[config.mk]
export PLATFORM = sky130hd
export DESIGN_NAME = opl3_isa_port
export DESIGN_NICKNAME = d
export VERILOG_FILES = /design/src/rtl/opl3_pkg.sv /design/src/rtl/opl_timer.sv /design/src/rtl/opl3_isa_port.sv
export SDC_FILE = /design/constraint.sdc
export NUM_CORES = 1
export LEC_CHECK = 0
export CELL_PAD_IN_SITES_DETAIL_PLACEMENT = 0
export CELL_PAD_IN_SITES_GLOBAL_PLACEMENT = 2
export CORE_ASPECT_RATIO = 1.75
export CORE_MARGIN = 2
export CORE_UTILIZATION = 34
export CTS_CLUSTER_SIZE = 40
export DETAILED_ROUTE_END_ITERATION = 16
export PLACE_DENSITY_LB_ADDON = 0.1
export SLEW_MARGIN = 20
export SYNTH_ARGS = -nofsm -noshare
export SYNTH_HDL_FRONTEND = slang
export SYNTH_SLANG_ARGS = --single-unit
[constraint.sdc]
create_clock -name clk -period 2.5 [get_ports clk]
set_input_delay 0.375 -clock clk [delete_from_list [all_inputs] [get_ports clk]]
set_output_delay 0.375 -clock clk [all_outputs]
set_load 0.05 [all_outputs]
[src/rtl/opl3_pkg.sv]
// Shared constants for the OPL3 host port: timer register indices, CTRL bit
// positions and the emulated status byte layout.
package opl3_pkg;

  localparam logic [7:0] OPL_T1PRE = 8'h02;
  localparam logic [7:0] OPL_T2PRE = 8'h03;
  localparam logic [7:0] OPL_TCTRL = 8'h04;

  localparam int CTRL_RST   = 7;
  localparam int CTRL_MASK1 = 6;
  localparam int CTRL_MASK2 = 5;
  localparam int CTRL_ST2   = 1;
  localparam int CTRL_ST1   = 0;

  localparam int STAT_IRQ = 7;
  localparam int STAT_FT1 = 6;
  localparam int STAT_FT2 = 5;

  typedef enum logic [1:0] {
    PORT_IDX0  = 2'd0,
    PORT_DATA0 = 2'd1,
    PORT_IDX1  = 2'd2,
    PORT_DATA1 = 2'd3
  } opl_port_e;

  typedef struct packed {
    logic mask1;
    logic mask2;
    logic st2;
    logic st1;
  } tctrl_t;

  function automatic logic [7:0] make_status(input logic flag1, input logic flag2);
    logic [7:0] s;
    s           = '0;
    s[STAT_IRQ] = flag1 | flag2;
    s[STAT_FT1] = flag1;
    s[STAT_FT2] = flag2;
    return s;
  endfunction

endpackage

[src/rtl/opl_timer.sv]
// One OPL interval timer: 8-bit up-counter reloaded from its preset on
// overflow, raising a sticky flag unless masked.
module opl_timer
  import opl3_pkg::*;
(
  input  logic       clk,
  input  logic       reset,
  input  logic       tick,
  input  logic [7:0] preset,
  input  logic       start,
  input  logic       mask,
  input  logic       clear,
  output logic       flag
);

  logic [7:0] cnt;
  logic       start_q;
  logic       overflow;

  // The load cycle on a 0->1 start takes precedence over any tick in it.
  assign overflow = start && start_q && tick && (cnt == 8'hFF);

  // NOTE: sequential state uses non-blocking assignments so every register
  // samples the pre-edge values of its neighbours.
  always_ff @(posedge clk) begin
    if (reset) begin
      cnt     <= '0;
      start_q <= 1'b0;
      flag    <= 1'b0;
    end else begin
      start_q <= start;
      if (start && !start_q) begin
        cnt <= preset;
      end else if (overflow) begin
        cnt <= preset;
      end else if (start && tick) begin
        cnt <= cnt + 8'd1;
      end

      if (clear) begin
        flag <= 1'b0;
      end else if (overflow && !mask) begin
        flag <= 1'b1;
      end
    end
  end

endmodule

[src/rtl/opl3_isa_port.sv]
// ISA front end of the OPL3 synth: forwards decoded IOW cycles to the opl3sw
// FIFO and answers status polls from locally emulated OPL timers.
module opl3_isa_port
  import opl3_pkg::*;
#(
  parameter int         CLK_HZ = 50000000,
  parameter logic [9:0] BASE   = 10'h388
) (
  input  logic       clk,
  input  logic       reset,
  input  logic [9:0] isa_addr,
  input  logic       isa_aen,
  input  logic       isa_iow_n,
  input  logic       isa_ior_n,
  input  logic [7:0] isa_din,
  output logic [7:0] isa_dout,
  output logic       isa_dout_oe,
  output logic [1:0] opl_addr,
  output logic [7:0] opl_din,
  output logic       opl_wr,
  output logic       irq
);

  localparam int TICK_DIV = CLK_HZ / 12500;
  localparam int DIV_W    = $clog2(TICK_DIV);

  logic             hit;
  logic [1:0]       iow_sync;
  logic             iow_s;
  logic             iow_prev;
  logic             cap_hit;
  logic [1:0]       cap_addr;
  logic [7:0]       cap_data;
  logic             wr_commit;
  logic [7:0]       index;
  logic             bank;
  logic [7:0]       t1pre;
  logic [7:0]       t2pre;
  tctrl_t           ctrl;
  logic             timer_wr;
  logic             tclear;
  logic [DIV_W-1:0] div;
  logic [1:0]       sub;
  logic             tick80;
  logic             tick320;
  logic             flag1;
  logic             flag2;
  logic [7:0]       status;

  assign hit   = !isa_aen && (isa_addr[9:2] == BASE[9:2]);
  assign iow_s = iow_sync[1];

  // Commit on the synchronised IOW rising edge; opl_wr follows one clk later.
  assign wr_commit = iow_s && !iow_prev && cap_hit;
  assign timer_wr  = wr_commit && (opl_port_e'(cap_addr) == PORT_DATA0) && !bank;
  assign tclear    = timer_wr && (index == OPL_TCTRL) && cap_data[CTRL_RST];

  assign opl_addr = cap_addr;
  assign opl_din  = cap_data;

  always_ff @(posedge clk) begin
    if (reset) begin
      iow_sync <= 2'b11;
      iow_prev <= 1'b1;
      cap_hit  <= 1'b0;
      cap_addr <= '0;
      cap_data <= '0;
      opl_wr   <= 1'b0;
      index    <= '0;
      bank     <= 1'b0;
      t1pre    <= '0;
      t2pre    <= '0;
      ctrl     <= '0;
    end else begin
      iow_sync <= {iow_sync[0], isa_iow_n};
      iow_prev <= iow_s;
      opl_wr   <= wr_commit;

      if (!iow_s) begin
        cap_hit <= hit;
        if (hit) begin
          cap_addr <= isa_addr[1:0];
          cap_data <= isa_din;
        end
      end

      if (wr_commit) begin
        case (opl_port_e'(cap_addr))
          PORT_IDX0: begin
            index <= cap_data;
            bank  <= 1'b0;
          end
          PORT_IDX1: begin
            index <= cap_data;
            bank  <= 1'b1;
          end
          default: ;
        endcase
      end

      if (timer_wr) begin
        if (index == OPL_T1PRE) t1pre <= cap_data;
        if (index == OPL_T2PRE) t2pre <= cap_data;
        if (index == OPL_TCTRL && !cap_data[CTRL_RST]) begin
          ctrl <= '{mask1: cap_data[CTRL_MASK1], mask2: cap_data[CTRL_MASK2],
                    st2:   cap_data[CTRL_ST2],   st1:   cap_data[CTRL_ST1]};
        end
      end
    end
  end

  assign tick80  = (div == DIV_W'(TICK_DIV - 1));
  assign tick320 = tick80 && (sub == 2'd3);

  always_ff @(posedge clk) begin
    if (reset) begin
      div <= '0;
      sub <= '0;
    end else if (tick80) begin
      div <= '0;
      sub <= sub + 2'd1;
    end else begin
      div <= div + 1'b1;
    end
  end

  opl_timer u_timer1 (
    .clk    (clk),
    .reset  (reset),
    .tick   (tick80),
    .preset (t1pre),
    .start  (ctrl.st1),
    .mask   (ctrl.mask1),
    .clear  (tclear),
    .flag   (flag1)
  );

  opl_timer u_timer2 (
    .clk    (clk),
    .reset  (reset),
    .tick   (tick320),
    .preset (t2pre),
    .start  (ctrl.st2),
    .mask   (ctrl.mask2),
    .clear  (tclear),
    .flag   (flag2)
  );

  assign status = make_status(flag1, flag2);
  assign irq    = flag1 | flag2;

  // Raw, unsynchronised read path so SD turns on as soon as IOR# falls.
  assign isa_dout_oe = !isa_ior_n && hit;
  assign isa_dout    = isa_addr[0] ? 8'hFF : status;

endmodule

==> summary.md, run 1 <==
| Metric | Value |
|---|---|
| VDD IR-drop max | 0.368 mV |
| Hold slack | 0.454 ns |
| Sw Pwr | 0.561 mW |
| Share of cells above drive strength 1 | 12.3% |
| # diodes | 0 |
| Mapped Area | 3530 um^2 |
| Multiplexer share of the synthesized area | 9.65% |
| Worst r2r src | index[3]$_SDFFE_PP0P_ |
| IO Count | 44 |
| Global route overflow | 0 |
| Largest net degree at the start of global routing | 43 |
| PD cells | 623 nW/um^2 |
| Seq. cell area | 1560 um^2 |
| Gr usage total | 16.5% |
| Crit path max fanout | 4 |
| Crit-path leading delay family | buffers and inverters |
| Post-synth cell types | 55 |
| Worst slew margin | 52.0% |
| Util after Layout | 43.0% |
| Final worst slack | 0.441 ns |
| Main flop type after synthesis | dfxtp_1 |
| Clock transition at path regs | 0.06 ns |
| Reg-to-reg endpoint | t1pre[5]$_SDFFE_PP0P_ |
| Worst hold stages | 2 |
| CP required | 2.12 ns |
| CTS max path bufs | 2 |
| Hold path start | index[3]$_SDFFE_PP0P_ |
| DIE AREA | 11,200 um^2 |
| Most frequent cell after synthesis | dfxtp_1 |
| R2r worst-path depth | 5 |
| Post-synth top area share | 44.3% |
| Worst-Margin Slew | 0.717 ns |
| Clock Tree Root | clkbuf_16 |
| GPL Wtd Cong | 0.777 |
| HP Class | reg2reg |
| Endpoints failing hold | 0 |
| Adder-Cell Fraction of Synth Area | 1.42% |
| Simple-Gate Fraction of Synth Area | 25.8% |
| Combinational power share | 4.3% |
| Initial antenna violation count | 0 |
| Biggest area consumer among synthesized cells | dfxtp_1 |
| Cell chain of the critical path | or2_2 -> clkdlybuf4s50_1 |
| # H-tree levels | 3 |
| Port bufs | 43 |
| Sw Share | 20.6% |
| Largest family of logic cells by synthesized area | simple AND/OR/NAND/NOR gates |
| Clk_lat worst skew | 0.33 ns |
| Dpl hpwl | 6.47 mm |
| End of the worst hold path | index[3]$_SDFFE_PP0P_ |
| CTS buffer count | 9 |
| Via-to-Cell Ratio | 5.04 |
| Peak Freq | 0.486 GHz |
| Warnings, synthesis | 0 |
| Multi-input gate area | 1810 um^2 |
| DRC viols | 0 |
| # rows | 49 |
| Seq pwr share | 46.1% |
| Synth Register Bits | 78 |
| Die Width | 81.0 um |
| DR WL/cell | 15.3 um |
| Pre-CTS WS | 0.490 ns |
| First-pass GRT wire length | 14.3 mm |
| Setup tns final | 0 ns |
| CP Launch Type | register |
| Setup CP Type | reg2out |
| Min Clock Period, post-route | 2.06 ns |
| Synth Instances | 399 |
| Post-synthesis compound-gate area fraction | 11.7% |
| Die height | 139 um |
| Post-CTS setup buffers | 0 |
| Post-synth EDFFs | 0 |
| Slowest stage cell, crit path | clkdlybuf4s50_1 |
| Leakage power | 1.50 nW |
| Hold buffers post-CTS | 0 |
| CTS tree | built |
| Post-CTS sizing | 0 |
| Sink Count | 78 |
| RSZ-0062 raised after global routing | false |
| Core area | 10,200 um^2 |
| Sequential-to-total area share from yosys stat | 44.3% |
| Critical Path Sink Type | output port |
| Buffers and inverters on the worst path | 1 |
| Synth area leaders | dfxtp_1, mux2i_1, nor2_1 |
| Drt initial violations | 111 |
| Synthesis-to-layout area growth | 24.1% |
| Nets@finish | 469 |
| Routed vias | 2,887 |
| Period utilization | 82.4% |
| Syn_nets | 426 |
| TritonRoute pass-1 iters | 4 |
| Antenna Nets Post-Route | 0 |
| Syn Area/Cell | 8.84 um^2 |
| R2R Setup Slk | 0.56 ns |
| Vias in the first global route | 2,901 |
| Final slew viol count | 0 |
| Setup violators final | 0 |
| Clock power frac | 49.6% |
| Fillers | 1,086 |
| XOR/XNOR share of the synthesized area | 2.48% |
| Ys async rst share | 0% |
| Final Routed Wirelength | 8.74 mm |
| Worst path arrival time | 1.68 ns |
| Clk_skew | 0.00783 ns |
| Commonest cells post-synth | dfxtp_1, nor2_1, nand2_1 |
| Critical Path Max Stage Delay | 0.70 ns |
| Area of placed instances | 4070 um^2 |
| Outcome | finished clean |
| Internal power | 2.17 mW |
| Final instance area | 4380 um^2 |
| Maxcap violations | 0 |
| Initial Util | 34.7% |
## how the worst max path moves through the flow
stage | to | cells after the start | slack [ns] | start
global placement | isa_dout_oe | 4 | 0.49 | isa_addr[3]
floorplan | isa_dout_oe | 3 | 0.35 | isa_addr[8]
detailed placement | isa_dout_oe | 5 | 0.49 | isa_addr[8]
global route | u_timer1.cnt[3]$_SDFFE_PP0P_ | 7 | 0.37 | u_timer1.cnt[0]$_SDFFE_PP0P_
finish | irq | 2 | 0.44 | u_timer2.flag$_SDFFE_PP0P_
CTS | opl_din[6] | 1 | 0.41 | opl_din[6]$_SDFFE_PP0P_
## metal layers
metal / vias up / GRT usage (%) / wire length (um)
met1: 1340 / 19.0 / 3730
met2: 55 / 28.5 / 4500
met4: 0 / 7.76 / 199
met5: - / 0 / 0
met3: 14 / 3.13 / 314
li1: 1478 / - / -
## logic make-up after synthesis
logic type | Yosys count
buf+inv | 33
xor+xnor | 10
fa+ha+maj | 4
compound gates | 62
simple gates | 178
mux | 34
flops | 78
## sequential cells by signal, summed over array words and instances (netlist names), 4 cells and up
signal / count
div: 12
index: 8
opl_din: 8
t1pre: 8
t2pre: 8
u_timer1.cnt: 8
u_timer2.cnt: 8
ctrl: 4
## cell usage in the layout (no fill, tap or decap), drive strengths merged, types with 3 or more instances in the layout
master and count:
clkbuf 10, inv 12, buf 20, o32ai 3, nand4 8, a21oi 22, a22oi 3, dfxtp 78
o22ai 3, mux2i 34, nor2b 7, a31oi 9, nor4 5, clkdlybuf4s50 33, ha 4, xnor2 3
nor2 63, nor3 4, o21ai 8, nand2 40, nor3b 4, nand3 14, or3 6, or2 9
clkinv 3, xor2 7, and3 6, nand2b 4
## worst register-to-register path: stages (launching register included)
cell and delay, ns:
dfxtp_1 0.31, nor4_1 0.36, nand3b_1 0.33, nor3_4 0.51, mux2i_1 0.25, nor2_1 0.05
## power groups by stage
stage               Combinational (mW)  Clock, mW  Sequential, mW
floorplan                       0.0686          0            1.28
global placement                 0.118          0            1.29
detailed placement               0.118          0            1.29
CTS                              0.119       1.40            1.26
global route                     0.127       1.44            1.26
finish                           0.117       1.35            1.26
## through the flow
stage | std cells | power (mW)
after global placement | 558 | 1.40
final | 573 | 2.73
after floorplan | 399 | 1.35
after detailed placement | 558 | 1.40
after CTS | 573 | 2.77
after global routing | 573 | 2.82
## cell type report
type | count | share of cell area [%]
multi-input cells | 288 | 41.2
flip-flops and latches | 78 | 35.7
repair buffers | 53 | 11.5
clock buffers | 10 | 5.23
well taps | 127 | 3.63
clock inverters | 5 | 1.71
inverters | 12 | 1.03
Power figures use the tool's default switching activity.
==> run 2: changes to the inputs <==
--- a/config.mk
+++ b/config.mk
@@ -9,7 +9,7 @@
 export CELL_PAD_IN_SITES_GLOBAL_PLACEMENT = 2
 export CORE_ASPECT_RATIO = 1.75
 export CORE_MARGIN = 2
-export CORE_UTILIZATION = 34
+export CORE_UTILIZATION = 30
 export CTS_CLUSTER_SIZE = 40
 export DETAILED_ROUTE_END_ITERATION = 16
 export PLACE_DENSITY_LB_ADDON = 0.1
==> constraint.sdc (replaced) <==
create_clock -name clk -period 1.75 [get_ports clk]
set_input_delay 0.2625 -clock clk [delete_from_list [all_inputs] [get_ports clk]]
set_output_delay 0.2625 -clock clk [all_outputs]
set_load 0.05 [all_outputs]
==> run 2 against run 1 <==
  * Setup slack lost 0.39 ns
  * Combinational power grew 88%
  * Flip-flop and latch count is the same
  * Via count grew 6.5%
  * Sequential share of layout area shrank 3.5 points
  * Clock-buffer cell count grew 2
  * Design area grew 12%
  * Clock power grew 27%
  * Die area grew 13%
  * Wire length grew 12%
  * Critical path type is now in2out
  * Hold slack lost 0.13 ns
==> summary.md, run 2 (synthesized netlist as in run 1, its figures left out) <==
| Metric | Value |
|---|---|
| Outcome | finished clean |
| Sink Count | 78 (unchanged) |
| IO Count | 44 (unchanged) |
| R2R Setup Slk | 0.08 ns (-0.48 ns) |
| Hold buffers post-CTS | 0 (unchanged) |
| DRC viols | 0 (unchanged) |
| Pwr Total | 3.72 mW (+36%) |
| CTS buffer count | 9 (unchanged) |
| Area of placed instances | 4490 um^2 (+10%) |
| CTS tree | built |
| DR WL/cell | 15.6 um (+2.2%) |
| # H-tree levels | 3 (unchanged) |
| Cell chain of the critical path | clkdlybuf4s50_1 -> nor2b_4 -> nand4_1 -> nor3b_4 -> clkbuf_16 |
| Top reg by flops | div |
| Antenna Nets Post-Route | 0 (unchanged) |
| Final Routed Wirelength | 9.76 mm (+12%) |
| Setup CP Type | in2out |
| Leakage power | 1.83 nW (+22%) |
| HP Class | in2reg |
| Share of cells above drive strength 1 | 25.9% (+14 points) |
| Peak Freq | 0.589 GHz |
| Maxcap violations | 0 (unchanged) |
| Max reg flops | 12 (unchanged) |
| Period utilization | 97.1% |
| PD cells | 761 nW/um^2 (+22%) |
| # rows | 52 (+6.1%) |
| Global route overflow | 0 (unchanged) |
| Min Clock Period, post-route | 1.70 ns |
| Clk_skew | 0.0114 ns (+0.00360 ns) |
| GPL Wtd Cong | 0.809 (+4.1%) |
| First-pass GRT wire length | 15.5 mm (+8.7%) |
| Routed vias | 3,075 (+6.5%) |
| Setup tns final | 0 ns (unchanged) |
| CP Launch Type | input pin |
| Final instance area | 4890 um^2 (+12%) |
| Final worst slack | 0.0511 ns (-0.390 ns) |
| Worst slew margin | 66.3% (+14 points) |
| RSZ-0062 raised after global routing | true |
| Slowest stage cell, crit path | clkdlybuf4s50_1 |
| Via-to-Cell Ratio | 4.91 (-2.5%) |
| Pre-CTS WS | -0.119 ns (-0.608 ns) |
| Gr usage total | 15.9% (-0.56 points) |
| Die Width | 86.0 um (+6.1%) |
| Endpoints failing hold | 0 (unchanged) |
| Initial Util | 30.6% (-4.0 points) |
| CTS max path bufs | 2 (unchanged) |
| Critical Path Max Stage Delay | 0.45 ns (-0.25 ns) |
| Die height | 147 um (+6.3%) |
| Port bufs | 43 (unchanged) |
| # diodes | 0 (unchanged) |
| Drt initial violations | 100 (-9.9%) |
| Final slew viol count | 0 (unchanged) |
| TritonRoute pass-1 iters | 4 (unchanged) |
| Util after Layout | 42.5% (-0.56 points) |
| CP required | 1.49 ns (-0.63 ns) |
| Dpl hpwl | 7.26 mm (+12%) |
| Dpl cells | 607 (+8.8%) |
| Clock Tree Root | clkbuf_16 |
| Setup violators final | 0 (unchanged) |
| Worst-Margin Slew | 0.504 ns (-0.213 ns) |
| Worst path arrival time | 1.44 ns (-0.24 ns) |
| Clock transition at path regs | 0.06 ns (about the same) |
| DIE AREA | 12,700 um^2 (+13%) |
| Non-filler instance count after layout | 626 (+9.2%) |
| VDD IR-drop max | 0.438 mV (+19%) |
| Initial antenna violation count | 0 (unchanged) |
| Critical Path Sink Type | output port |
| Largest net degree at the start of global routing | 48 (+12%) |
| Core area | 11,500 um^2 (+13%) |
| Most common cell after layout, fill and taps aside | dfxtp_1 |
| Hold slack | 0.328 ns (-0.126 ns) |
| Commonest cells after routing, fill and taps aside | dfxtp_1, nor2_1, buf_4, nand2_1, mux2i_1 |
| Clk_lat worst skew | 0.34 ns (about the same) |
| Nets@finish | 513 (+9.4%) |
| Vias in the first global route | 2,979 (+2.7%) |
| Synthesis-to-layout area growth | 38.6% |
| Crit path max fanout | 2 (-2) |
[run 2: cell types whose count changed in the layout (fill, tap and decap cells not counted), moves of 3 or more]
cell             before  now
dlymetal6s2s_1        0    3
buf_6                 0    3
dfxtp_1              78   73
dfxtp_2               0    3
buf_12                2   10
clkdlybuf4s50_1      33   19
buf_4                17   60
[run 2: cell type report]
cell class              count  area [um^2]
fillers                  1154         6630
clock inverters             4         23.8
repair buffers             97          942
multi-input cells         288         1890
inverters                  12         45.0
clock buffers              12          246
flip-flops and latches     78         1570
well taps                 135          169
[run 2: report_power, final]
group / internal, mW / total, mW / switching (mW)
combinational: 0.111 / 0.220 / 0.109
clock: 0.995 / 1.71 / 0.716
sequential: 1.78 / 1.79 / 0.00771
[run 2: per-layer routing]
layer / global-route usage (%) / vias up / part of all wire (%)
li1: - / 1574 / -
met1: 18.1 / 1431 / 41
met2: 28.9 / 63 / 54
met3: 3.69 / 7 / 4.0
met4: 5.00 / 0 / 1.2
met5: 0 / - / 0
[run 2: final timing paths]
path / start / end / cells after the start
setup / recovery: isa_aen / isa_dout_oe / 5
hold / removal: reset / t1pre[0]$_SDFFE_PP0P_ / 2
setup reg to reg: div[1]$_SDFF_PP0_ / u_timer1.cnt[0]$_SDFFE_PP0P_ / 7
hold reg to reg: iow_sync[0]$_SDFF_PP1_ / iow_sync[1]$_SDFF_PP1_ / 1
[run 2: repair_timing]
action	in CTS	in global routing
resized for setup	4	25
buffers inserted	1	2
cloned	0	1
pin swaps	0	14
endpoints found under the setup margin	15	25
[run 2: worst max-delay path: cells and delay by family]
family | cells | cell delay, ns
buffers and inverters | 2 | 0.65
AND/OR/NAND/NOR | 3 | 0.52
==> run 3: changes to the inputs <==
--- a/config.mk
+++ b/config.mk
@@ -13,6 +13,7 @@
 export CTS_CLUSTER_SIZE = 40
 export DETAILED_ROUTE_END_ITERATION = 16
 export PLACE_DENSITY_LB_ADDON = 0.1
+export REMOVE_ABC_BUFFERS = 1
 export SLEW_MARGIN = 20
 export SYNTH_ARGS = -nofsm -noshare
 export SYNTH_HDL_FRONTEND = slang
==> run 3 against run 2 <==
  * Maximum frequency rose by 0.31%
  * Setup slack better by 0.0053 ns
  * Clock power grew 25%
  * Critical path depth decreased by 4
  * Hold slack lost 0.045 ns
  * Core utilization is 0.73 points higher
  * Wire length down 0.52%
  * Final cell count increased by 0.64%
  * Critical path type is now reg2out
==> summary.md, run 3 (synthesized netlist as in run 1, its figures left out) <==
| Metric | Value |
|---|---|
| R2r worst-path depth | 8 (+1) |
| GPL Wtd Cong | 0.851 (+5.2%) |
| Worst-Margin Slew | 0.499 ns (-0.00513 ns) |
| # rows | 52 (unchanged) |
| Setup violators final | 0 (unchanged) |
| Period utilization | 96.8% (-0.30 points) |
| Pwr Total | 4.15 mW (+11%) |
| Share of cells above drive strength 1 | 26.7% (+0.80 points) |
| Core area | 11,500 um^2 (unchanged) |
| Setup tns final | 0 ns (unchanged) |
| Via-to-Cell Ratio | 4.93 (+0.43%) |
| Sw Share | 20.7% (-1.6 points) |
| Crit-path leading delay family | buffers and inverters |
| Buffers and inverters on the worst path | 1 (-1) |
| CTS max path bufs | 2 (unchanged) |
| Reg-to-reg endpoint | u_timer2.cnt[2]$_SDFFE_PP0P_ |
| Clock power frac | 51.5% (+5.5 points) |
| Drt initial violations | 102 (+2.0%) |
| Clk_lat worst skew | 0.33 ns (about the same) |
| R2R Setup Slk | 0.08 ns (about the same) |
| Seq pwr share | 43.3% (-4.8 points) |
| Setup CP Type | reg2out |
| Slowest stage cell, crit path | clkdlybuf4s50_1 |
| HP Class | in2reg |
| Non-filler instance count after layout | 630 (+0.64%) |
| Internal power | 3.29 mW (+14%) |
| Sink Count | 78 (unchanged) |
| Clock transition at path regs | 0.06 ns (about the same) |
| CP required | 1.49 ns (about the same) |
| Min Clock Period, post-route | 1.69 ns (-0.00527 ns) |
| Gr usage total | 15.8% (-0.13 points) |
| DIE AREA | 12,700 um^2 (unchanged) |
| Leakage power | 1.83 nW (-0.11%) |
| Most common cell after layout, fill and taps aside | dfxtp_1 |
| # H-tree levels | 3 (unchanged) |
| DRC viols | 0 (unchanged) |
| Synthesis-to-layout area growth | 41.0% |
| Sw Pwr | 0.860 mW (+3.2%) |
| Dpl hpwl | 7.45 mm (+2.7%) |
| CP Launch Type | register |
| VDD IR-drop max | 0.428 mV (-2.3%) |
| Util after Layout | 43.2% (+0.73 points) |
| Peak Freq | 0.590 GHz (+0.31%) |
| Cell chain of the critical path | clkdlybuf4s50_1 |
| Top reg by flops | div |
| Hold path start | reset |
| Worst slew margin | 66.6% (+0.31 points) |
| CTS buffer count | 9 (unchanged) |
| PD cells | 834 nW/um^2 (+9.5%) |
| Endpoints failing hold | 0 (unchanged) |
| Critical Path Sink Type | output port |
| Nets@finish | 517 (+0.78%) |
| Worst path arrival time | 1.43 ns (about the same) |
| Initial antenna violation count | 0 (unchanged) |
| RSZ-0062 raised after global routing | true |
| TritonRoute pass-1 iters | 4 (unchanged) |
| CTS tree | built |
| DR WL/cell | 15.4 um (-1.2%) |
| Critical Path Max Stage Delay | 0.80 ns (+0.35 ns) |
| Final worst slack | 0.0564 ns (+0.00527 ns) |
| Die height | 147 um (unchanged) |
| Pre-CTS WS | -0.116 ns (+0.00254 ns) |
| Largest net degree at the start of global routing | 36 (-25%) |
| Combinational power share | 5.2% (-0.7 points) |
| Outcome | finished clean |
| Maxcap violations | 0 (unchanged) |
| Final slew viol count | 0 (unchanged) |
| Port bufs | 43 (unchanged) |
| Antenna Nets Post-Route | 0 (unchanged) |
| Dpl cells | 609 (+0.33%) |
| Clock Tree Root | clkbuf_16 |
| Global route overflow | 0 (unchanged) |
| Area of placed instances | 4500 um^2 (+0.31%) |
| IO Count | 44 (unchanged) |
| Worst hold stages | 2 (unchanged) |
| # diodes | 0 (unchanged) |
| Final instance area | 4970 um^2 (+1.7%) |
| Vias in the first global route | 2,952 (-0.91%) |
| Crit path max fanout | 1 (-1) |
| Initial Util | 30.6% (unchanged) |
| First-pass GRT wire length | 15.5 mm (-0.18%) |
| Hold slack | 0.283 ns (-0.0448 ns) |
| Routed vias | 3,108 (+1.1%) |
| Commonest cells after routing, fill and taps aside | dfxtp_1, buf_4, nor2_1, nand2_1, mux2i_1 |
| Max reg flops | 12 (unchanged) |
| Worst r2r src | div[1]$_SDFF_PP0_ |
| Final Routed Wirelength | 9.71 mm (-0.52%) |
| End of the worst hold path | div[4]$_SDFF_PP0_ |
| Clk_skew | 0.00547 ns (-0.00596 ns) |
| Die Width | 86.0 um (unchanged) |
[run 3: changes by cell type in the layout (fill, tap and decap cells not counted), sizes merged]
cell,previous run,this run
clkbuf,13,10
clkinvlp,0,2
buf,74,79
dlymetal6s2s,3,0
clkdlybuf4s50,19,22
bufinv,0,3
clkinv,4,1
[run 3: area by class of cell]
cell class	count	area [um^2]
fillers	1175	6540
multi-input cells	288	1880
flip-flops and latches	78	1570
repair buffers	101	972
clock buffers	10	229
well taps	135	169
clock inverters	6	110
inverters	12	45.0
[run 3: how the worst max path moves through the flow]
stage / start / end / slack (ns) / cells past startpoint
after detailed placement: isa_addr[8] / opl_addr[0]$_SDFFE_PP0P_ / -0.12 / 7
after CTS: div[1]$_SDFF_PP0_ / u_timer2.cnt[5]$_SDFFE_PP0P_ / 0.001 / 8
final: opl_wr$_SDFF_PP0_ / opl_wr / 0.06 / 1
after global placement: isa_addr[8] / opl_din[4]$_SDFFE_PP0P_ / -0.08 / 7
after floorplan: isa_addr[8] / opl_din[7]$_SDFFE_PP0P_ / -0.38 / 5
after global routing: div[1]$_SDFF_PP0_ / u_timer2.cnt[7]$_SDFFE_PP0P_ / -0.02 / 6
[run 3: timing repair]
action | in CTS | in global routing
hold buffers | 0 | 0
endpoints found under the setup margin | 8 | 16
pin swaps | 0 | 15
gates resized for setup | 4 | 22
gates cloned | 0 | 0
buffers inserted | 0 | 5
[run 3: power by group through the flow]
stage	Combinational (mW)	Sequential (mW)	Clock (mW)
global route	0.232	1.80	2.28
finish	0.216	1.80	2.14
floorplan	0.0431	1.83	0
CTS	0.214	1.79	2.19
global placement	0.212	1.83	0
detailed placement	0.214	1.83	0
[run 3: metal layers]
layer / track usage (%) / vias to the layer above / wire [um]
li1: - / 1580 / -
met1: 17.8 / 1467 / 3850
met2: 29.1 / 49 / 5380
met3: 3.13 / 12 / 294
met4: 5.40 / 0 / 181
met5: 0 / - / 0
